--- src/rtl/operand_fetch.sv ---
// Operand fetch: scoreboarded register read with writeback bypass,
// holding one operand bundle for the ALU behind a valid/ready handshake.
module operand_fetch #(
    parameter int DATA_WIDTH = 16
) (
    input  logic                  clk,
    input  logic                  reset,
    input  logic                  req_valid,
    output logic                  req_ready,
    input  logic [1:0]            src_a_sel,
    input  logic [1:0]            src_b_sel,
    input  logic [1:0]            dst_sel,
    input  logic                  dst_write,
    input  logic [DATA_WIDTH-1:0] reg_a_out,
    input  logic [DATA_WIDTH-1:0] reg_b_out,
    input  logic [DATA_WIDTH-1:0] reg_c_out,
    input  logic [DATA_WIDTH-1:0] reg_d_out,
    input  logic                  write_enable,
    input  logic [1:0]            select_reg,
    input  logic [DATA_WIDTH-1:0] alu_result,
    output logic                  op_valid,
    input  logic                  op_ready,
    output logic [DATA_WIDTH-1:0] operand_a,
    output logic [DATA_WIDTH-1:0] operand_b,
    output logic [1:0]            op_dst,
    output logic                  op_dst_write,
    output logic [3:0]            busy_mask,
    output logic [7:0]            stall_count
);

    logic [DATA_WIDTH-1:0] regs [4];
    logic [DATA_WIDTH-1:0] fetch_a;
    logic [DATA_WIDTH-1:0] fetch_b;
    logic [3:0]            busy_q;
    logic [3:0]            clr;
    logic [3:0]            live;
    logic [3:0]            set;
    logic [7:0]            stall_q;
    logic                  hazard;
    logic                  accept;

    assign regs[0] = reg_a_out;
    assign regs[1] = reg_b_out;
    assign regs[2] = reg_c_out;
    assign regs[3] = reg_d_out;

    // A writeback landing this cycle retires its scoreboard entry early.
    assign clr  = write_enable ? (4'b0001 << select_reg) : 4'b0000;
    assign live = busy_q & ~clr;

    assign hazard = live[src_a_sel] | live[src_b_sel]
                  | (dst_write & live[dst_sel]);

    assign req_ready = reset & (~op_valid | op_ready) & ~hazard;
    assign accept    = req_valid & req_ready;

    assign set = (accept && dst_write) ? (4'b0001 << dst_sel) : 4'b0000;

    assign fetch_a = clr[src_a_sel] ? alu_result : regs[src_a_sel];
    assign fetch_b = clr[src_b_sel] ? alu_result : regs[src_b_sel];

    assign busy_mask   = busy_q;
    assign stall_count = stall_q;

    always_ff @(posedge clk) begin
        if (!reset) begin
            op_valid     <= 1'b0;
            operand_a    <= '0;
            operand_b    <= '0;
            op_dst       <= 2'b00;
            op_dst_write <= 1'b0;
            busy_q       <= 4'b0000;
            stall_q      <= 8'd0;
        end else begin
            if (accept) begin
                op_valid     <= 1'b1;
                operand_a    <= fetch_a;
                operand_b    <= fetch_b;
                op_dst       <= dst_sel;
                op_dst_write <= dst_write;
            end else if (op_ready) begin
                op_valid <= 1'b0;
            end
            // Set after clear so a same-index reissue stays pending.
            busy_q <= (busy_q & ~clr) | set;
            if (req_valid && hazard && stall_q != 8'hFF) begin
                stall_q <= stall_q + 8'd1;
            end
        end
    end

endmodule

--- config.mk ---
export PLATFORM = sky130hd
export DESIGN_NAME = operand_fetch
export DESIGN_NICKNAME = d
export VERILOG_FILES = /design/src/rtl/operand_fetch.sv
export SDC_FILE = /design/constraint.sdc
export NUM_CORES = 1
export LEC_CHECK = 0
export CAP_MARGIN = 25
export CORE_MARGIN = 1
export CORE_UTILIZATION = 38
export CTS_CLUSTER_DIAMETER = 150
export CTS_CLUSTER_SIZE = 30
export DETAILED_ROUTE_END_ITERATION = 10
export PLACE_DENSITY = 0.81
export REMOVE_ABC_BUFFERS = 1
export SLEW_MARGIN = 40
export SYNTH_ARGS = -nofsm -noshare
export SYNTH_HDL_FRONTEND = slang
export SYNTH_SLANG_ARGS = --single-unit
export TNS_END_PERCENT = 5
--- constraint.sdc ---
create_clock -name clk -period 3.1 [get_ports clk]
set_clock_uncertainty 0.2 [all_clocks]
set_input_delay 0.62 -clock clk [delete_from_list [all_inputs] [get_ports clk]]
set_output_delay 0.62 -clock clk [all_outputs]
set_load 0.1 [all_outputs]
==> results of run 1 <==
report_power, final:
group          total (mW)  leakage [nW]  internal, mW  switching, mW
clock               0.391        0.0503         0.199          0.192
combinational       0.931          1.57         0.336          0.595
sequential          0.704         0.394         0.671         0.0328
total                2.03          2.01          1.21          0.819
metal layers:
layer	wire [um]	part of all wire (%)
met1	3341	36
met2	5108	54
met3	798	8.5
met4	136	1.4
met5	0	0
kinds of logic after synthesis:
family	after synthesis	share of synthesized area, %
buffers and inverters	28	4.597
AO/OA/AOI/OAI	47	8.422
flip-flops	48	31.24
multiplexers	72	37.27
AND/OR/NAND/NOR	85	16.64
adder cells (fa/ha/maj)	1	0.4068
XOR/XNOR	5	1.424
metrics by stage:
stage / area [um^2] / total power, mW / utilization [%] / worst slack (ns)
3_5_place_dp: 4587 / 1.651 / 59.05 / -0.3940
5_1_grt: 4683 / 2.118 / 60.29 / 0.01047
2_1_floorplan: 2945 / 1.314 / - / -0.5637
3_3_place_gp: 4587 / 1.633 / 59.05 / -0.3890
4_1_cts: 4690 / 2.047 / 60.37 / 0.0007012
6_report: 4683 / 2.026 / 60.29 / 0.05587
layout make-up:
| class | count | area [um^2] | share of cell area [%] |
|---|---|---|---|
| clock buffer | 7 | 96.34 | 2.057 |
| inverter | 3 | 11.26 | 0.2404 |
| multi-input combinational | 210 | 1987 | 42.43 |
| sequential | 48 | 960.9 | 20.52 |
| tap | 102 | 127.6 | 2.725 |
| timing repair buffer | 169 | 1500 | 32.03 |
worst max-delay path: stages:
cell	delay, ns
clkdlybuf4s15_1	0.29
mux4_2	0.33
a222oi_1	0.40
buf_4	0.18
and4_4	0.23
buf_12	0.17
how the worst max path moves through the flow:
stage                  start        end  slack [ns]
2_1_floorplan  select_reg[1]  req_ready       -0.56
3_3_place_gp    src_b_sel[0]  req_ready       -0.39
3_5_place_dp    src_b_sel[0]  req_ready       -0.39
4_1_cts        select_reg[1]  req_ready      0.0007
5_1_grt         src_a_sel[1]  req_ready        0.01
6_report        src_b_sel[1]  req_ready        0.06
cell usage in the layout, fill, tap and decap left out, types with 2 or more instances in the layout:
cell type and n:
and3b_1 2, o21ai_0 8, mux4_2 34, mux2i_1 38
clkdlybuf4s15_1 2, nand2_1 24, dfxtp_1 48, clkbuf_2 2
nand3_1 7, buf_4 74, inv_1 2, buf_2 3
and3_1 5, buf_12 2, o21ai_1 31, clkbuf_8 7
clkdlybuf4s50_1 85, nand4_1 4, xnor2_1 4, nand3b_1 32
o32ai_1 3, nand2b_1 7
registers in the layout, indices dropped and copies added, names as in the netlist:
register,cells
op_valid,1
op_dst_write,1
stall_count,8
op_dst,2
operand_b,16
busy_mask,4
operand_a,16
what timing repair did:
item	CTS	global route
hold endpoints to repair	0	0
setup buffers	1	0
resized for setup	17	5
pin swaps	1	1
setup endpoints to repair	1	1
==> summary.md, run 1 <==
| Metric | Value |
|---|---|
| Worst slew pin tran | 0.5465 ns |
| Period minus WS final | 3.044 ns |
| Peak Freq | 0.3285 GHz |
| DR vias/cell | about 5.5 |
| Arr. time, crit path | 2.22 ns |
| Layer with the highest usage | met2 |
| WHS | 0.2672 ns |
| Slew Limit Headroom | 62.63% |
| Pwr dens | 432.5 nW/um^2 |
| Clk sinks | 48 |
| Clock transition at path regs | 0.08 ns |
| Vias in the first global route | about 3200 |
| Final Hold Violating Endpoints | 0 |
| Fin crit share | 98.20% |
| Post-synth EDFFs | 0 |
| CTS HTree Levels | 2 |
| Met3 Use GR | 5.638% |
| Min-delay src | op_dst_write$_SDFFE_PN0P_ |
| First-pass GRT wire length | 15240 um |
| Max Cap Viol | 0 |
| Post-detail-place hpwl | 7353 um |
| Worst EP required | between 2 and 2.5 ns |
| Fillers | 684 |
| Syn-to-layout area delta | 52.28% |
| Post-route antenna net violation count | 0 |
| Bufs on Longest Clock Path | 2 |
| Fraction of registers with async set/reset | 0% |
| Placed Instances | 531 |
| Hold_buf cts | 0 |
| Worst VDD drop | 0.2366 mV |
| Post-DR wirelength/cell | 17.41 um |
| Fraction of layout cells with a size suffix above 1 | between 20 and 30% |
| Hold path endpoint | op_dst_write$_SDFFE_PN0P_ |
| Routability Congestion | 0.8581 |
| Row Count | 32 |
| Initial detailed-routing violation count | 85 |
| Number of port buffers | 142 |
| Status | complete, no violations |
| Most common cell in the netlist | dfxtp_1 |
| RSZ-0062 raised after global routing | no |
| Largest net degree at the start of global routing | 55 |
| GRT Util Overall | 23.23% |
| Netlist Area Pre-Place | 3075 um^2 |
| R2R Setup Slk | 0.57 ns |
| GR Overflow Total | 0 |
| Crit path kind | input pin to primary output |
| Via count | 2983 |
| Drt pass-1 iters | 7 |
| Initial antenna violation count | 0 |
| Leakage power | 2.012 nW |
| CTS tree | done |
| Total negative slack | 0 ns |
| Most frequent cells after synthesis | dfxtp_1 (48), mux2i_1 (38), mux4_2 (34) |
| Core Region | 7767 um^2 |
| Drt drc | 0 |
| Top_reg_cell synth | dfxtp_1 |
| Die area | approximately 8500 um^2 |
| M1 GR Usage | 25.67% |
| Syn Inst Count | about 290 |
| Number of I/O pins | 143 |
| Count of cell types in the netlist | 32 |
| Die W | 91.96 um |
| Reg2reg path depth | 8 |
| Hold WC Path Type | register to register |
| Layout Cells excl Fill | 539 |
| Main area contributors after synthesis | dfxtp_1 (31%), mux4_2 (25%), mux2i_1 (12%), nand3b_1 (7.8%), o21ai_1 (5.0%) |
| M2 GR Usage | between 40 and 50% |
| WL final | 9385 um |
| Synth top area share | 31.24% |
| CTS root buf | clkbuf_8 |
| Crit. End Element | primary output |
| Synthesized area per cell | about 11 um^2 |
| Hold Crit Depth | 2 |
| Warnings from Yosys | 0 |
| Register area share after synthesis | 31.24% |
| # setup viols final | 0 |
| Worst r2r src | busy_mask[3]$_SDFF_PN0_ |
| Initial core utilization | 39.59% |
| Clk_lat worst skew | between 0.2 and 0.3 ns |
| Die Span Y | 91.96 um |
| TritonCTS Buffers | 5 |
| Yosys top cell by area | dfxtp_1 |
| Antenna diodes | 0 |
| Nets | 532 |
| Register bit total from synthesis | 48 |
| Startpoint Class | input pin |
| Max Slew Vio Count | 0 |
| Worst R2R End | busy_mask[0]$_SDFF_PN0_ |
| Crit-path max FO | 4 |
Note: power is estimated with default switching activity, not from simulation.
==> run 2, diff against run 1 <==
- CORE_ASPECT_RATIO: unset -> 1.25
==> run 2 against run 1 <==
  * Flip-flop and latch count unchanged
  * Non-clock buffer count shrank 3
  * Final cell count fell by 1.9%
  * Via count shrank 0.47%
==> summary.md, run 2 (synthesis gave the netlist of run 1 again) <==
| Metric | Value |
|---|---|
| Status | complete, no violations |
| Crit path kind | input pin to primary output |
| Hold path endpoint | op_dst[1]$_SDFFE_PN0P_ |
| Drt pass-1 iters | 4 |
| P_int | 1.164 mW |
| Routability Congestion | 0.8388 |
| Worst slew pin tran | 0.6024 ns |
| Most frequent cells in the layout | clkdlybuf4s50_1 (85), buf_4 (68), dfxtp_1 (48) |
| Reg2reg path depth | 9 |
| CP startpoint | src_a_sel[0] |
| Die Span Y | 102.6 um |
| Syn-to-layout area delta | 51.99% |
| Largest net degree at the start of global routing | 55 |
| # setup viols final | 0 |
| GRT Util Overall | 23.90% |
| Placed Instances | 520 |
| Total power draw | 2.011 mW |
| Worst r2r src | busy_mask[3]$_SDFF_PN0_ |
| Hold Crit Depth | 2 |
| GR Overflow Total | 0 |
| Pwr dens | 430.2 nW/um^2 |
| Crit. End Element | primary output |
| Row Count | 36 |
| Leakage power | 2.002 nW |
| Number of port buffers | between 100 and 150 |
| Slew Limit Headroom | 59.84% |
| Initial antenna violation count | 0 |
| Worst VDD drop | between 0.2 and 0.25 mV |
| Clk sinks | 48 |
| Max Slew Vio Count | 0 |
| CTS HTree Levels | 2 |
| Hold WC Path Type | register to register |
| Post-route antenna net violation count | 0 |
| Clock Power Share | 18.6% |
| WL final | about 9400 um |
| Antenna diodes | 0 |
| Drt drc | 0 |
| First-pass GRT wire length | 14770 um |
| Final Hold Violating Endpoints | 0 |
| DR vias/cell | roughly 5.6 |
| Number of I/O pins | 143 |
| Min-delay src | op_dst[1]$_SDFFE_PN0P_ |
| Die area | 8459 um^2 |
| Layout Cells excl Fill | 529 |
| Initial detailed-routing violation count | 66 |
| Crit-path max FO | 2 |
| Sw Share | 42.14% |
| Combinational power share | a little under half |
| CTS tree | done |
| Clock transition at path regs | 0.08 ns |
| Most common cell after layout, fill and taps aside | clkdlybuf4s50_1 |
| Placed Area | 4586 um^2 |
| Seq pwr share | 35.0% |
| Post-route design area | between 4000 and 5000 um^2 |
| Nets | around 530 |
| Period minus WS final | 3.039 ns |
| Worst EP required | 2.28 ns |
| RSZ-0062 raised after global routing | no |
| Peak Freq | 0.3290 GHz |
| P_sw | 0.8474 mW |
| R2R Setup Slk | ~0.45 ns |
| Fin crit share | 98.05% |
| Max Cap Viol | 0 |
| Clk_lat worst skew | 0.32 ns |
| Die W | between 80 and 90 um |
| Core Region | slightly below 8000 um^2 |
| Post-layout util | 59.64% |
| Fraction of layout cells with a size suffix above 1 | 27.65% |
| CTS root buf | clkbuf_8 |
| Bufs on Longest Clock Path | 2 |
| Post-detail-place hpwl | 7146 um |
| Via count | 2969 |
| Arr. time, crit path | around 2.2 ns |
| Worst R2R End | operand_a[12]$_SDFFE_PN0P_ |
| Startpoint Class | input pin |
| TritonCTS Buffers | 5 |
| Vias in the first global route | 3111 |
| Post-DR wirelength/cell | around 18 um |
| Fillers | 701 |
| Initial core utilization | 39.24% |
-- run 2: cell types whose count changed in the layout (fill, tap and decap cells not counted), sizes merged --
cell	delta
clkinvlp	+1
clkbuf	-1
clkdlybuf4s15	-1
clkinv	+1
dlygate4sd2	+2
buf	-5
-- run 2: metrics by stage --
stage          setup TNS, ns  worst slack, ns  hold slack, ns
2_1_floorplan         -11.82          -0.5637          0.5286
3_3_place_gp          -6.980          -0.3409          0.2505
3_5_place_dp          -6.823          -0.3238          0.2559
4_1_cts                    0          0.01146          0.2675
5_1_grt                    0          0.01240          0.3017
6_report                   0          0.06059          0.2640
-- run 2: worst max-delay path by stage --
stage | slack (ns) | depth (start not counted) | to
3_3_place_gp | -0.34 | 5 | req_ready
3_5_place_dp | -0.32 | 5 | req_ready
4_1_cts | 0.01 | 5 | req_ready
5_1_grt | 0.01 | 5 | req_ready
6_report | 0.06 | 5 | req_ready
2_1_floorplan | -0.56 | 4 | req_ready
-- run 2: layer usage --
layer	up-vias	routed length (um)	global-route usage [%]
met5	-	0	0
met3	22	760	7.434
li1	1389	-	-
met1	1430	3343	24.04
met4	0	277	11.88
met2	128	5057	43.67
-- run 2: power by group through the flow --
stage	clock network, mW	logic (mW)	registers [mW]
floorplan	0	0.212	1.10
global placement	0	0.922	0.715
detailed placement	0	0.936	0.718
CTS	0.379	0.936	0.705
global route	0.402	0.976	0.710
finish	0.373	0.933	0.705
-- run 2: repair_timing --
action | CTS | global route
setup endpoints to repair | 1 | 1
hold buffers | 0 | 0
pin swaps | 2 | 2
buffers inserted | 1 | 1
resized for setup | 10 | 6
-- run 2: worst max-delay path, cell delays in order --
cell             delay (ns)
clkdlybuf4s15_1        0.22
mux4_2                 0.50
a222oi_1               0.38
and4_1                 0.31
buf_12                 0.19
-- run 2: layout make-up --
| type | count | area [um^2] | area share, % |
|---|---|---|---|
| clock buffers | 5 | 68.82 | 1.472 |
| clock inverters | 2 | 12.51 | 0.2677 |
| inverters | 3 | 11.26 | 0.2409 |
| multi-input cells | 210 | 1984 | 42.45 |
| flip-flops and latches | 48 | 960.9 | 20.56 |
| well taps | 95 | 118.9 | 2.543 |
| repair buffers | 166 | 1518 | 32.47 |
==> run 3, diff against run 2 <==
- CAP_MARGIN: 25 -> 40
- MAX_ROUTING_LAYER: unset -> met4
==> run 3 against run 2 <==
  * Clock power about the same
  * Maximum frequency is essentially flat
  * Sequential power hardly changed
  * Final area stayed put
  * Critical path type unchanged
  * Utilization unchanged
  * Global-route usage increased by 0.75 points
  * Largest power group unchanged
==> summary.md, run 3 (synthesis gave the netlist of run 1 again) <==
| Metric | Value |
|---|---|
| Post-route antenna net violation count | 0 |
| Die W | 82.47 um |
| Startpoint Class | input pin |
| Clk sinks | 48 |
| Status | complete, no violations |
| Period minus WS final | 3.039 ns |
| CTS root buf | clkbuf_8 |
| Vias in the first global route | 3114 |
| Fillers | between 700 and 800 |
| Clk_lat worst skew | 0.32 ns |
| Worst EP required | 2.28 ns |
| Final Hold Violating Endpoints | 0 |
| Initial antenna violation count | 0 |
| Core Region | 7838 um^2 |
| First-pass GRT wire length | 14770 um |
| Die area | 8459 um^2 |
| Worst slew pin tran | 0.6059 ns |
| TritonCTS Buffers | 5 |
| Die Span Y | 102.6 um |
| Bufs on Longest Clock Path | 2 |
| Max Slew Vio Count | 0 |
| Reg2reg path depth | 9 |
| Leakage power | approximately 2.0 nW |
| DR vias/cell | 5.667 |
| Nets | 529 |
| Row Count | 36 |
| Hold path endpoint | op_dst[1]$_SDFFE_PN0P_ |
| Worst VDD drop | 0.2132 mV |
| Most frequent cells in the layout | clkdlybuf4s50_1 (85), buf_4 (68), dfxtp_1 (48) |
| # setup viols final | 0 |
| Most common cell after layout, fill and taps aside | clkdlybuf4s50_1 |
| Largest net degree at the start of global routing | 55 |
| R2R Setup Slk | about 0.45 ns |
| GRT Util Overall | between 20% and 30% |
| Total power draw | 2.012 mW |
| Drt pass-1 iters | 4 |
| Crit-path max FO | 2 |
| Arr. time, crit path | approximately 2.2 ns |
| CTS tree | done |
| Crit path kind | input pin to primary output |
| Number of I/O pins | 143 |
| Number of port buffers | ~140 |
| GR Overflow Total | 0 |
| Syn-to-layout area delta | 51.99% |
| RSZ-0062 raised after global routing | no |
| Initial detailed-routing violation count | 67 |
| Total negative slack | 0 ns |
| Worst R2R End | operand_a[12]$_SDFFE_PN0P_ |
| Peak Freq | 0.3291 GHz |
| Routability Congestion | 0.8518 |
| Via count | 2998 |
| Initial core utilization | 39.24% |
| Fraction of layout cells with a size suffix above 1 | 27.65% |
| Max Cap Viol | 0 |
| Fin crit share | 98.03% |
| WL final | ~9500 um |
| Hold Crit Depth | 2 |
| Pwr dens | 430.5 nW/um^2 |
| Clock transition at path regs | 0.08 ns |
| Drt drc | 0 |
| Slew Limit Headroom | 59.61% |
| Min-delay src | op_dst[1]$_SDFFE_PN0P_ |
| Antenna diodes | 0 |
| Post-DR wirelength/cell | 17.88 um |
| Post-detail-place hpwl | 7146 um |
| Crit. End Element | primary output |
| CTS HTree Levels | 2 |
| Hold WC Path Type | register to register |
| Worst r2r src | busy_mask[3]$_SDFF_PN0_ |
## run 3: cell counts in the layout (fill, tap and decap cells not counted)
Identical to the previous run, type by type.
## run 3: how the worst max path moves through the flow
stage	start	slack [ns]	depth (start not counted)	end
2_1_floorplan	select_reg[1]	-0.56	4	req_ready
3_3_place_gp	src_b_sel[0]	-0.34	5	req_ready
3_5_place_dp	src_b_sel[0]	-0.32	5	req_ready
4_1_cts	src_b_sel[0]	0.01	5	req_ready
5_1_grt	src_a_sel[0]	0.01	5	req_ready
6_report	src_a_sel[0]	0.06	5	req_ready
## run 3: area by class of cell
type,count,area (um^2),share of cell area (%)
clock inverters,2,12.51,0.2677
well taps,95,118.9,2.543
multi-input cells,210,1984,42.45
inverters,3,11.26,0.2409
flip-flops and latches,48,960.9,20.56
repair buffers,166,1518,32.47
clock buffers,5,68.82,1.472
## run 3: critical path, cell delays in order
cell and delay, ns:
clkdlybuf4s15_1 0.22, mux4_2 0.50, a222oi_1 0.38, and4_1 0.31
buf_12 0.19
## run 3: power by group
group          internal, mW  leakage (nW)  total, mW  switching [mW]
clock network         0.153        0.0400      0.374           0.221
registers             0.671         0.394      0.705          0.0340
logic                 0.339          1.57      0.933           0.594
total                  1.16          2.00       2.01           0.849
## run 3: metrics by stage
step | utilization [%] | worst slack (ns) | instance area, um^2 | hold WS (ns) | cells
final | 59.64 | 0.06097 | 4674 | 0.2640 | 529
after global routing | 59.64 | 0.01240 | 4674 | 0.3017 | 529
after CTS | 59.69 | 0.01146 | 4678 | 0.2675 | 528
after detailed placement | 58.51 | -0.3238 | 4586 | 0.2559 | 520
after global placement | 58.51 | -0.3409 | 4586 | 0.2505 | 520
after floorplan | - | -0.5637 | 2945 | 0.5286 | 261
## run 3: routing by layer
metal  wire (um)  part of all wire [%]  GRT usage (%)  vias up
li1            -                     -              -     1390
met1        3444                    36          24.76     1453
met2        5036                    53          43.55      133
met3         691                   7.3          6.549       22
met4         284                   3.0          11.88        0
met5           0                     0              -        -
## run 3: repair_timing
action / 4_1_cts / 5_1_grt
endpoints found under the setup margin: 1 / 1
hold buffers: 0 / 0
gates resized for setup: 10 / 6
setup buffers: 1 / 1
pin swaps: 2 / 2
